===== config.mk =====
export PLATFORM = sky130hd
export DESIGN_NAME = sakebi_eth_frame_tx
export DESIGN_NICKNAME = d
export VERILOG_FILES = /design/src/rtl/sakebi_eth_frame_tx.sv
export SDC_FILE = /design/constraint.sdc
export NUM_CORES = 1
export LEC_CHECK = 0
export BUFFER_PORTS_ARGS = -buffer_cell sky130_fd_sc_hd__buf_2
export CORE_MARGIN = 2
export CORE_UTILIZATION = 30
export CTS_BUF_LIST = sky130_fd_sc_hd__clkbuf_8
export CTS_CLUSTER_DIAMETER = 80
export DETAILED_ROUTE_END_ITERATION = 8
export GPL_TIMING_DRIVEN = 0
export SLEW_MARGIN = 20
export SYNTH_ARGS = -nofsm -noshare
export SYNTH_HDL_FRONTEND = slang
export SYNTH_SLANG_ARGS = --single-unit

===== constraint.sdc =====
create_clock -name i_axis_ACLK -period 2.8 [get_ports i_axis_ACLK]
set_input_delay 0.14 -clock i_axis_ACLK [delete_from_list [all_inputs] [get_ports i_axis_ACLK]]
set_output_delay 0.14 -clock i_axis_ACLK [all_outputs]
set_load 0.05 [all_outputs]

===== src/rtl/sakebi_eth_frame_tx.sv =====
// Ethernet framing stage ahead of the RMII transmitter: pads short frames, appends
// the CRC-32 FCS and paces bytes to one per line-byte slot, then holds off for the IFG.
module sakebi_eth_frame_tx #(
  parameter int DATA_WIDTH      = 8,
  parameter int CYCLES_PER_BYTE = 8,
  parameter int MIN_LEN         = 60,
  parameter int IFG_BYTES       = 12
) (
  input  logic                  i_axis_ACLK,
  input  logic                  i_axis_ARESETn,
  input  logic                  i_s_axis_TVALID,
  output logic                  o_s_axis_TREADY,
  input  logic [DATA_WIDTH-1:0] i_s_axis_TDATA,
  input  logic                  i_s_axis_TLAST,
  output logic                  o_m_axis_TVALID,
  input  logic                  i_m_axis_TREADY,
  output logic [DATA_WIDTH-1:0] o_m_axis_TDATA,
  output logic                  o_underrun,
  output logic                  o_busy
);

  localparam int PW = $clog2(CYCLES_PER_BYTE);
  localparam logic [PW-1:0] PACE_LAST = PW'(CYCLES_PER_BYTE - 1);
  localparam logic [15:0]   IFG_LAST  = 16'((IFG_BYTES > 0) ? IFG_BYTES - 1 : 0);
  localparam logic [31:0]   CRC_INIT  = 32'hFFFF_FFFF;

  // Handshake contract: a byte moves on either port only in a cycle where VALID and
  // READY are both high; o_m_axis_TVALID/TDATA never change while stalled.
  typedef enum logic [2:0] {
    S_IDLE    = 3'd0,
    S_DATA    = 3'd1,
    S_PAD     = 3'd2,
    S_FCS     = 3'd3,
    S_DISCARD = 3'd4,
    S_IFG     = 3'd5
  } state_t;

  state_t                r_state;
  state_t                w_state_nxt;
  logic [PW-1:0]         r_pace;
  logic [31:0]           r_crc;
  logic [10:0]           r_cnt;
  logic [1:0]            r_fcs_idx;
  logic [15:0]           r_ifg_cnt;
  logic                  r_bad;
  logic                  r_tvalid;
  logic [DATA_WIDTH-1:0] r_tdata;
  logic                  r_underrun;

  logic                  w_slot;
  logic                  w_s_tready;
  logic                  w_load;
  logic [DATA_WIDTH-1:0] w_load_data;
  logic                  w_crc_upd;
  logic                  w_cnt_inc;
  logic                  w_clr_frame;
  logic                  w_set_bad;
  logic                  w_clr_bad;
  logic                  w_underrun;
  logic [10:0]           w_cnt_sat;
  logic [31:0]           w_fcs_word;
  logic [7:0]            w_fcs_byte;
  logic [31:0]           w_crc_nxt;

  // Reflected CRC-32, one byte per call.
  function automatic logic [31:0] crc32_byte(input logic [31:0] c, input logic [7:0] d);
    logic [31:0] r;
    r = c ^ {24'd0, d};
    for (int k = 0; k < 8; k++) begin
      r = r[0] ? ((r >> 1) ^ 32'hEDB8_8320) : (r >> 1);
    end
    return r;
  endfunction

  assign w_slot     = (r_pace == PACE_LAST) && (!r_tvalid || i_m_axis_TREADY);
  assign w_cnt_sat  = (r_cnt == 11'h7FF) ? r_cnt : r_cnt + 11'd1;
  assign w_fcs_word = r_bad ? r_crc : ~r_crc;
  assign w_crc_nxt  = crc32_byte(r_crc, w_load_data);

  always_comb begin
    w_fcs_byte = w_fcs_word[7:0];
    case (r_fcs_idx)
      2'd1:    w_fcs_byte = w_fcs_word[15:8];
      2'd2:    w_fcs_byte = w_fcs_word[23:16];
      2'd3:    w_fcs_byte = w_fcs_word[31:24];
      default: w_fcs_byte = w_fcs_word[7:0];
    endcase
  end

  always_comb begin
    w_state_nxt = r_state;
    w_s_tready  = 1'b0;
    w_load      = 1'b0;
    w_load_data = '0;
    w_crc_upd   = 1'b0;
    w_cnt_inc   = 1'b0;
    w_clr_frame = 1'b0;
    w_set_bad   = 1'b0;
    w_clr_bad   = 1'b0;
    w_underrun  = 1'b0;
    case (r_state)
      S_IDLE: begin
        if (i_s_axis_TVALID) w_state_nxt = S_DATA;
      end
      S_DATA: begin
        w_s_tready = w_slot && i_s_axis_TVALID;
        if (w_s_tready) begin
          w_load      = 1'b1;
          w_load_data = i_s_axis_TDATA;
          w_crc_upd   = 1'b1;
          w_cnt_inc   = 1'b1;
          if (i_s_axis_TLAST) begin
            w_state_nxt = (int'(w_cnt_sat) < MIN_LEN) ? S_PAD : S_FCS;
          end
        end else if (w_slot) begin
          // Starved slot: the line would see a hole, so poison the frame instead.
          w_underrun  = 1'b1;
          w_set_bad   = 1'b1;
          w_state_nxt = S_FCS;
        end
      end
      S_PAD: begin
        if (w_slot) begin
          w_load    = 1'b1;
          w_crc_upd = 1'b1;
          w_cnt_inc = 1'b1;
          if (int'(w_cnt_sat) >= MIN_LEN) w_state_nxt = S_FCS;
        end
      end
      S_FCS: begin
        if (w_slot) begin
          w_load      = 1'b1;
          w_load_data = w_fcs_byte;
          if (r_fcs_idx == 2'd3) begin
            w_clr_frame = 1'b1;
            w_state_nxt = r_bad ? S_DISCARD : S_IFG;
          end
        end
      end
      S_DISCARD: begin
        w_s_tready = 1'b1;
        if (i_s_axis_TVALID && i_s_axis_TLAST) begin
          w_clr_bad   = 1'b1;
          w_state_nxt = S_IFG;
        end
      end
      S_IFG: begin
        if (IFG_BYTES == 0) begin
          w_state_nxt = S_IDLE;
        end else if (w_slot && (r_ifg_cnt == IFG_LAST)) begin
          w_state_nxt = S_IDLE;
        end
      end
      default: w_state_nxt = S_IDLE;
    endcase
  end

  always_ff @(posedge i_axis_ACLK or negedge i_axis_ARESETn) begin
    if (!i_axis_ARESETn) begin
      r_state <= S_IDLE;
    end else begin
      r_state <= w_state_nxt;
    end
  end

  // Pace counter stops at the terminal count until the output register can take a byte.
  always_ff @(posedge i_axis_ACLK or negedge i_axis_ARESETn) begin
    if (!i_axis_ARESETn) begin
      r_pace <= '0;
    end else if (r_state == S_IDLE) begin
      r_pace <= '0;
    end else if (r_pace != PACE_LAST) begin
      r_pace <= r_pace + 1'b1;
    end else if (w_slot) begin
      r_pace <= '0;
    end
  end

  always_ff @(posedge i_axis_ACLK or negedge i_axis_ARESETn) begin
    if (!i_axis_ARESETn) begin
      r_crc     <= CRC_INIT;
      r_cnt     <= '0;
      r_fcs_idx <= '0;
      r_ifg_cnt <= '0;
      r_bad     <= 1'b0;
    end else begin
      if (w_clr_frame) begin
        r_crc <= CRC_INIT;
        r_cnt <= '0;
      end else begin
        if (w_crc_upd) r_crc <= w_crc_nxt;
        if (w_cnt_inc) r_cnt <= w_cnt_sat;
      end
      if (r_state != S_FCS) begin
        r_fcs_idx <= '0;
      end else if (w_slot) begin
        r_fcs_idx <= r_fcs_idx + 2'd1;
      end
      if (r_state != S_IFG) begin
        r_ifg_cnt <= '0;
      end else if (w_slot) begin
        r_ifg_cnt <= r_ifg_cnt + 16'd1;
      end
      if (w_set_bad) begin
        r_bad <= 1'b1;
      end else if (w_clr_bad) begin
        r_bad <= 1'b0;
      end
    end
  end

  always_ff @(posedge i_axis_ACLK or negedge i_axis_ARESETn) begin
    if (!i_axis_ARESETn) begin
      r_tvalid   <= 1'b0;
      r_tdata    <= '0;
      r_underrun <= 1'b0;
    end else begin
      r_underrun <= w_underrun;
      if (w_load) begin
        r_tvalid <= 1'b1;
        r_tdata  <= w_load_data;
      end else if (i_m_axis_TREADY) begin
        r_tvalid <= 1'b0;
      end
    end
  end

  assign o_s_axis_TREADY = w_s_tready;
  assign o_m_axis_TVALID = r_tvalid;
  assign o_m_axis_TDATA  = r_tdata;
  assign o_underrun      = r_underrun;
  assign o_busy          = (r_state != S_IDLE);

endmodule


# After elaboration in Yosys (flattened, before gate mapping)

Index checks and enable logic that the tools add are counted.

Register bits after elaboration: 78
Word-level logic and storage cells: 119
Input bits: 13

$add $sub $neg: 4
Bitwise operators: 10
Magnitude comparators: 2
Reduce and logical (&&, ||, !) cells: 16
Equality and inequality tests: 23
Multiplexer cells: 54

Operators by type and width:

| kind                    | count |
|---|---|
| $mux W32                | 11 |
| $not A13 Y14            | 8 |
| $mux W3                 | 13 |
| $mux W11                | 3 |
| $mux W16                | 2 |
| $not A32 Y32            | 1 |
| $xor A32 B8 Y32         | 1 |
| $pmux W8 S3             | 1 |
| $pmux W3 S6             | 1 |
| $add A16 B1 Y16 const B | 1 |
| $eq A16 B4 Y1 const B   | 1 |
| $mux W8                 | 2 |
| $pmux W8 S2             | 1 |
| $mux W1                 | 15 |
| $ne A2 B2 Y1 const B    | 7 |
| $ne A3 B3 Y1 const B    | 4 |
| $add A11 B1 Y11 const B | 1 |
| $eq A11 B11 Y1 const B  | 1 |
| $ge A11 B6 Y1 const B   | 1 |
| $lt A11 B6 Y1 const B   | 1 |
| $reduce_bool A2 Y1      | 5 |
| $eq A3 B3 Y1 const B    | 3 |
| $reduce_and A9 Y1       | 1 |
| $eq A3 B2 Y1 const B    | 2 |
| other kinds (14)        | 22 |

# Longest topological paths before layout

Gate-level depths: netlist of run 1.

Depth after elaboration: 25
Mapped depth: 13
Depth with buffers taken out: 11

# Least setup slack after synthesis of run 1

No wires, ideal clock.

Path kind: reg2reg
From: register r_tvalid, in the netlist o_m_axis_TVALID
To: register r_crc[19]
Slack: -0.053 ns
Period minus slack after synthesis: 2.853 ns
Stages on the path, launching flop included: 11
Path buffers: 2
Setup time: 0.073 ns
Arrival: 2.780 ns
Required time: 2.727 ns
Path through: dfrtp_1 > nor2b_1 > buf_2 > nor4_4 > buf_4 > a21o_1 > a211oi_4 > xnor2_4 > xnor3_1 > xor2_1 > a21oi_1

Cells in the longest elaborated chain, start to end: 22
Elaborated cells on any way between the ends: 31

RTL lines:

| item                    | RTL line | source |
|---|---|---|
| start, declared         | 46       | `logic r_tvalid;` |
| start signal, assigned  | 214      | `r_tvalid <= 1'b0;` |
| start signal, assigned  | 220      | `r_tvalid <= 1'b1;` |
| start signal, assigned  | 223      | `r_tvalid <= 1'b0;` |
| $logic_not A1 Y1 (*)    | 75       | `assign w_slot = (r_pace == PACE_LAST) && (!r_tvalid \|\| i_m_axis_TREADY);` |
| $logic_or A1 B1 Y1 (*)  | 75       |  |
| $logic_and A1 B1 Y1 (*) | 75       |  |
| $logic_and A1 B1 Y1     | 106      | `w_s_tready = w_slot && i_s_axis_TVALID;` |
| $mux W8                 | 107      | `if (w_s_tready) begin` |
| $pmux W8 S2             | 101      | `case (r_state)` |
| $xor A32 B8 Y32         | 68       | `r = c ^ {24'd0, d};` |
| $mux W32 (2 in a row)   | 70       | `r = r[0] ? ((r >> 1) ^ 32'hEDB8_8320) : (r >> 1);` |
| [... 5 more ...]        | -        |  |
| $not A13 Y14 (no line)  | -        |  |
| $mux W32                | 70       |  |
| $not A13 Y14 (no line)  | -        |  |
| $mux W32                | 70       |  |
| $not A13 Y14 (no line)  | -        |  |
| $mux W32                | 70       |  |
| $mux W32                | 191      | `if (w_crc_upd) r_crc <= w_crc_nxt;` |
| $mux W32                | 187      | `if (w_clr_frame) begin` |
| end signal, assigned    | 191      |  |
| end, declared           | 41       | `logic [31:0] r_crc;` |

Every way passes the cells marked *; elsewhere a longest branch is shown, timed or not. The select of a mux whose other input is x is not followed.
A chain may end at the register's enable or synchronous reset.

# Final worst setup path of run 1

From: register r_fcs_idx[0]
To: register r_crc[14]

Cells in the longest elaborated chain, start to end: 18
Elaborated cells on any way between the ends: 25

RTL lines:

| item                                       | RTL line | source |
|---|---|---|
| start, declared                            | 43       | `logic [1:0] r_fcs_idx;` |
| start signal, assigned                     | 197      | `r_fcs_idx <= r_fcs_idx + 2'd1;` |
| $eq A2 B2 Y1, or another cell as far along | 82, 134  |  |
| $pmux W8 S3                                | 82       | `case (r_fcs_idx)` |
| $mux W8                                    | 131      | `if (w_slot) begin` |
| $pmux W8 S2                                | 101      |  |
| $xor A32 B8 Y32                            | 68       |  |
| $mux W32                                   | 70       |  |
| $not A13 Y14 (no line)                     | -        |  |
| $mux W32                                   | 70       |  |
| $not A13 Y14 (no line)                     | -        |  |
| $mux W32 (4 in a row)                      | 70       |  |
| $not A13 Y14 (no line)                     | -        |  |
| $mux W32 (2 in a row)                      | 70       |  |
| $mux W32                                   | 191      |  |
| $mux W32                                   | 187      |  |

Parallel ways exist; a longest one is shown, timed or not. The select of a mux whose other input is x is not followed.

==> results.ini, run 1 <==
[power_and_ir_drop]
powerDensity_nw_per_um2 = 1170
ir_worst_vdd_uv = 458
p_leak_nw = 2.77

[timing]
period_minus_slack_ps = 2890
fin_setup_tns_ps = -419
fin_skew_ps = 15.0
whs_ps = 31.3
timing.slew.headroom = 0.361
rsz0062_at_grt = yes
setup_viol = 10
maxSlewViolCount = 0
hold_violations = 0
clock.fmax_mhz = 346
fin_ws_ps = -92.0
tightest_slew_ps = 954
layout_worst_path_cycle_share = 1.03

[synthesis]
synth_common_cells = nor2_1 (60), nand2_1 (56), a21oi_1 (47), dfrtp_1 (46), xnor2_1 (44)
synth_xor_area_frac = 0.188
syn_avg_cell_area_um2 = 9.49
synth_top_family_by_area = compound AO/OA/AOI/OAI gates
synth_cell_types = 66
ys_seq_elements = 78
netlist.area_leader.share = 0.223
synth_top_cell_by_area = dfrtp_1
synthAdderAreaFrac = 0.0194
ys_seq_area_frac = 0.386
ys.flop_type = dfrtp_1
synthArstFlopShare = 1.00
synth_compound_area_frac = 0.194
syn-num-nets = 565
synthMuxAreaShare = 0
synth-simple-area-share = 0.177
netlist_instances = 544
yosysMostFrequentCell = nor2_1
synth_edf_count = 0
ys_warn_count = 0
netlist_area_um2 = 5160
synth_area_leaders = dfrtp_1 (22%), dfstp_2 (16%), xnor2_1 (7.5%)

[clock_network]
htreeDepth = 3
numCtsBuffers = 9
clk_pin_slew_ps = 90
cts_tree = done
clkSinkCount = 78
clock_latency_ps = 380
clockBufferDepth = 2
clockRootBuffer = clkbuf_8

[detailed_routing]
ant_nets = 0
detail_route.wirelength_um = 14800
wire_per_inst_um = 17.3
num_vias = 4489
drc = 0
dr.pass1.iters = 7
drt_iter0_drc = 391
detail_route.vias_per_cell = 5.24

[worst_setup_path]
arrival_ps = 3180
r2r_cells = 14
cp.required_ps = 3090
r2r-start = r_fcs_idx[0]
r2r_end = r_crc[14]
startpoint = r_fcs_idx[0]
endpoint_kind = flip-flop
path_max_fanout = 10
start_kind = flip-flop
reg2reg_slack_ps = -90
endpoint = r_crc[14]
critPathKind = reg2reg

[placement]
place_ws_ps = -459
routabilityCongestion = 0.863
dp_hpwl_um = 9710
io_buffers = 24

[floorplanning]
num_rows = 47
fp.dieH_um = 135
coreArea_um2 = 16700
initial_core_util = 0.309
dieArea_um2 = 18300
ios = 25
die_w_um = 135

[global_routing]
overflow = 0
grt_pass1_wl_um = 23300
antenna_found_initial = 0
grt_use_total = 0.164
grt_pass1_vias = 4419
grt_start_max_net_pins = 50

[min_path]
hold_class = in2reg
whs_path_depth = 3

[run_status]
violations = negative setup slack
status = finished with violations

[cells_and_area]
fin_nets = 653
fillers = 1587
num_antenna_cells = 0
layout-drive-gt1-share = 0.341
synthToLayoutAreaGrowth_pct = 30.3

[run]
maxCapViolations = 0

==> registers in the layout, summed over array words and instances (netlist names) <==
| name | count |
|---|---|
| o_m_axis_TVALID | 1 |
| r_pace | 3 |
| r_crc | 32 |
| r_ifg_cnt | 16 |
| r_bad | 1 |
| o_m_axis_TDATA | 8 |
| r_fcs_idx | 2 |
| r_cnt | 11 |
| r_state | 3 |
| o_underrun | 1 |
==> worst min path at each step <==
stage          slack (ps)           endpoint               from
2_1_floorplan        -160  o_m_axis_TDATA[0]     i_axis_ARESETn
3_3_place_gp          420  o_m_axis_TDATA[5]  i_s_axis_TDATA[5]
3_5_place_dp          110  o_m_axis_TDATA[5]     i_axis_ARESETn
4_1_cts                30         o_underrun    i_s_axis_TVALID
5_1_grt                50         o_underrun    i_s_axis_TVALID
6_report               30  o_m_axis_TDATA[5]  i_s_axis_TDATA[5]
==> cell type report <==
cell class | count | area (um^2) | area share
clock inverters | 7 | 72.6 | 0.0108
multi-input cells | 425 | 3320 | 0.494
plain buffers | 24 | 160 | 0.0238
inverters | 15 | 61.3 | 0.00911
well taps | 220 | 275 | 0.0409
clock buffers | 9 | 124 | 0.0184
flip-flops and latches | 78 | 2000 | 0.297
repair buffers | 79 | 718 | 0.107
==> cell usage in the layout, fill, tap and decap left out, types with 4 or more instances in the layout <==
cell,count
or3_1,7
buf_12,11
nor2b_1,8
o21ai_0,20
buf_4,39
inv_1,9
nor2_1,58
nand2_1,55
and3_1,7
nor3_1,4
dfrtp_1,43
ha_4,4
xnor2_1,36
a21o_1,4
o21ai_1,4
a22oi_1,8
nand3_1,12
buf_2,24
nor4_1,4
clkbuf_8,9
buf_6,13
xnor2_4,9
o22ai_1,7
xor2_1,20
dfstp_2,32
clkbuf_2,4
a22o_1,5
xnor2_2,10
inv_2,4
a31oi_1,12
clkbuf_1,9
nand4_1,7
xor2_4,7
a21oi_1,45
==> metal layers <==
layer	GRT usage	part of all wire	wire length (um)	vias to the layer above
li1	-	-	-	2084
met1	0.220	0.44	6580	2212
met2	0.258	0.47	6980	153
met3	0.0281	0.053	784	40
met4	0.0747	0.034	505	0
met5	0	0	0	-
==> power breakdown <==
part / switching (mW) / internal, mW / total, mW / leakage [nW]
Combinational: 2.32 / 2.59 / 4.91 / 1.72
Sequential: 0.432 / 1.60 / 2.03 / 0.959
Clock: 0.485 / 0.415 / 0.900 / 0.0960
Total: 3.24 / 4.61 / 7.84 / 2.77
==> per-stage QoR <==
step,area [um^2],cells,total power [mW],util
floorplan,5160,544,4.70,-
global placement,5560,788,5.27,0.333
detailed placement,5590,789,5.38,0.335
CTS,6390,839,7.22,0.382
global route,6730,857,8.29,0.403
finish,6730,857,7.84,0.403
==> worst max-delay path: stages, from the launching register on <==
cell       delay [ps]
dfrtp_2           460
inv_2              80
ha_2              210
buf_6             150
nand2_1            70
o2111ai_2         120
a211oi_2          320
a2bb2oi_4         230
xnor2_4            90
buf_12            140
buf_4             150
xnor2_4           320
xnor2_2           200
xor2_1            200
a22oi_1            90
==> cell families (layout without fill, tap and decap cells) <==
logic type	after synthesis	count (layout)
DFF	78	78
and+or+nand+nor	188	188
xor gates and xnor gates	86	86
AOI/OAI and AO/OA	143	143
buffers and inverters	41	134
adders and majority gates	8	8
==> what timing repair did <==
action / in CTS / in global routing
hold buffers: 1 / 0
buffers inserted: 32 / 20
gates resized for setup: 42 / 46
hold endpoints to repair: 9 / 0
cloned: 1 / 0
pin swaps: 23 / 38
endpoints found under the setup margin: 33 / 35
No activity file was read; power rests on OpenSTA's default activity.
==> inputs of run 2 (changes only) <==
- CORE_UTILIZATION: 30 -> 45
- PLACE_DENSITY: not set -> 0.62
==> results.ini, run 2 (same netlist as run 1, synthesis figures left out) <==
[cells_and_area]
fin_cells = 797  ; was 857
fin_nets = 670  ; was 653
final_util = 0.601  ; was 0.403
top_regs = r_crc (32), r_ifg_cnt (16), r_cnt (11)  ; unchanged
largest_reg_flops = 32  ; unchanged
fillers = 884  ; was 1587
synthToLayoutAreaGrowth_pct = 31.8  ; was 30.3%
layout-drive-gt1-share = 0.361  ; was 0.341
num_antenna_cells = 0  ; unchanged
layout_commonest_cell = nor2_1  ; unchanged
top_register = r_crc  ; unchanged
layout_common_cells = nor2_1 (58), nand2_1 (56), buf_4 (51), a21oi_1 (46), dfrtp_1 (43)  ; was nor2_1 (58), nand2_1 (55), a21oi_1 (45), dfrtp_1 (43), buf_4 (39)

[timing]
fin_setup_tns_ps = -380  ; was -419 ps
clock.fmax_mhz = 345  ; was 346 MHz
fin_skew_ps = 14.3  ; was 15.0 ps
timing.slew.headroom = 0.466  ; was 0.361
tightest_slew_ps = 797  ; was 954 ps
period_minus_slack_ps = 2900  ; was 2890 ps
hold_violations = 0  ; unchanged
setup_viol = 11  ; was 10
fin_ws_ps = -98.6  ; was -92.0 ps
layout_worst_path_cycle_share = 1.04  ; was 1.03
whs_ps = 54.7  ; was 31.3 ps
rsz0062_at_grt = yes  ; unchanged
maxSlewViolCount = 0  ; unchanged

[clock_network]
htreeDepth = 3  ; unchanged
clock_latency_ps = 360  ; was 380 ps
clockRootBuffer = clkbuf_8  ; unchanged
clkSinkCount = 78  ; unchanged
clk_pin_slew_ps = 90  ; about the same
numCtsBuffers = 9  ; unchanged
cts_tree = done  ; unchanged
clockBufferDepth = 2  ; unchanged

[placement]
io_buffers = 24  ; unchanged
dp.cells = 712  ; was 789
dp_hpwl_um = 9060  ; was 9710 um
routabilityCongestion = 0.827  ; was 0.863

[power_and_ir_drop]
ir_worst_vdd_uv = 711  ; was 458 uV
p_clk_frac = 0.126  ; was 0.115
combPwrFrac = 0.619  ; was 0.626
p_leak_nw = 2.89  ; was 2.77 nW
switching_share = 0.402  ; was 0.413
p_seq_frac = 0.256  ; was 0.259
switching_power_mw = 3.25  ; was 3.24 mW
p_int_mw = 4.82  ; was 4.61 mW
powerDensity_nw_per_um2 = 1190  ; was 1170 nW/um^2

[floorplanning]
ios = 25  ; unchanged
dieArea_um2 = 12300  ; was 18300 um^2
fp.dieH_um = 111  ; was 135 um
coreArea_um2 = 11300  ; was 16700 um^2
die_w_um = 111  ; was 135 um
num_rows = 39  ; was 47
initial_core_util = 0.456  ; was 0.309

[run_status]
status = finished with violations  ; unchanged
violations = negative setup slack  ; unchanged

[global_routing]
antenna_found_initial = 0  ; unchanged
grt_pass1_vias = 4478  ; was 4419
met2_usage = 0.357  ; was 0.258
grt_start_max_net_pins = 42  ; was 50
grt_util_met3 = 0.0334  ; was 0.0281
grt_use_total = 0.231  ; was 0.164
overflow = 0  ; unchanged
grt_pass1_wl_um = 22900  ; was 23300 um
grt_util_met1 = 0.330  ; was 0.220
busiest_layer = met2  ; unchanged

[detailed_routing]
dr.pass1.iters = 5  ; was 7
ant_nets = 0  ; unchanged
num_vias = 4609  ; was 4489
drc = 0  ; unchanged
wire_per_inst_um = 18.3  ; was 17.3 um
detail_route.wirelength_um = 14600  ; was 14800 um
detail_route.vias_per_cell = 5.78  ; was 5.24
drt_iter0_drc = 440  ; was 391

[worst_setup_path]
arrival_ps = 3190  ; was 3180 ps
cp.required_ps = 3090  ; about the same
crit_path_top_delay_cell = dfrtp_2  ; unchanged
critPathKind = reg2reg  ; unchanged
endpoint_kind = flip-flop  ; unchanged
cp_top_family = compound AO/OA/AOI/OAI gates  ; was XOR/XNOR gates
critPathBufInv = 5  ; was 4
critPathMaxStageDelay_ps = 470  ; was 460 ps
start_kind = flip-flop  ; unchanged
path_cells = inv_2, ha_2, buf_6, buf_6, nand2_1, o211ai_1, a2bb2oi_4, xor2_4, buf_12, xnor2_4, buf_12, xor2_4, xnor2_1, a22oi_1  ; was inv_2, ha_2, buf_6, nand2_1, o2111ai_2, a211oi_2, a2bb2oi_4, xnor2_4, buf_12, buf_4, xnor2_4, xnor2_2, xor2_1, a22oi_1
path_max_fanout = 10  ; unchanged

[min_path]
hold_class = in2reg  ; unchanged

[run]
maxCapViolations = 0  ; unchanged

==> run 2: path summary, 6_finish.rpt <==
check	startpoint	slack, ps	to	cells past startpoint
worst min-delay path	i_s_axis_TVALID	50	o_underrun	2
worst max register to register	r_fcs_idx[0]	-100	r_crc[24]	14
max in group asynchronous	i_axis_ARESETn	1860	r_crc[5]	3
worst min register to register	o_m_axis_TDATA[1]	470	o_m_axis_TDATA[1]	2
min in group asynchronous	i_axis_ARESETn	310	r_cnt[2]	2
worst max-delay path	r_fcs_idx[0]	-100	r_crc[24]	14
==> run 2: cell type report <==
type,instances,area (um^2),share of cell area
Clock buffer,9,124,0.0182
Timing Repair Buffer,95,797,0.117
Tap cell,143,179,0.0263
Inverter,15,58.8,0.00864
Sequential cell,78,2000,0.293
Clock inverter,7,106,0.0156
Multi-Input combinational cell,425,3370,0.496
Buffer,25,173,0.0254
==> run 2: timing repair <==
item / in CTS / in global routing
gates resized for setup: 44 / 53
cloned: 0 / 2
endpoints found under the setup margin: 33 / 34
pin swaps: 23 / 55
hold buffers: 1 / 0
hold endpoints to repair: 9 / 0
setup buffers: 48 / 21
==> run 2: power groups by stage <==
stage | registers [mW] | logic [mW] | clock network [mW]
final | 2.06 | 4.99 | 1.01
after global placement | 1.99 | 3.30 | 0
after detailed placement | 2.00 | 3.34 | 0
after CTS | 1.99 | 4.33 | 1.03
after floorplan | 1.91 | 2.79 | 0
after global routing | 2.09 | 5.31 | 1.08
==> run 2: through the flow <==
step	cell area, um^2	power, mW	worst slack [ps]
after floorplan	5160	4.70	6.60
after detailed placement	5490	5.34	-390
after global placement	5460	5.29	-394
final	6810	8.07	-98.6
after global routing	6810	8.48	-188
after CTS	6390	7.35	-12.7
==> run 2: per-layer routing <==
| layer | share of wire | routed length [um] |
|---|---|---|
| met5 | 0 | 0 |
| met4 | 0.025 | 371 |
| met3 | 0.056 | 812 |
| met2 | 0.47 | 6860 |
| met1 | 0.45 | 6530 |
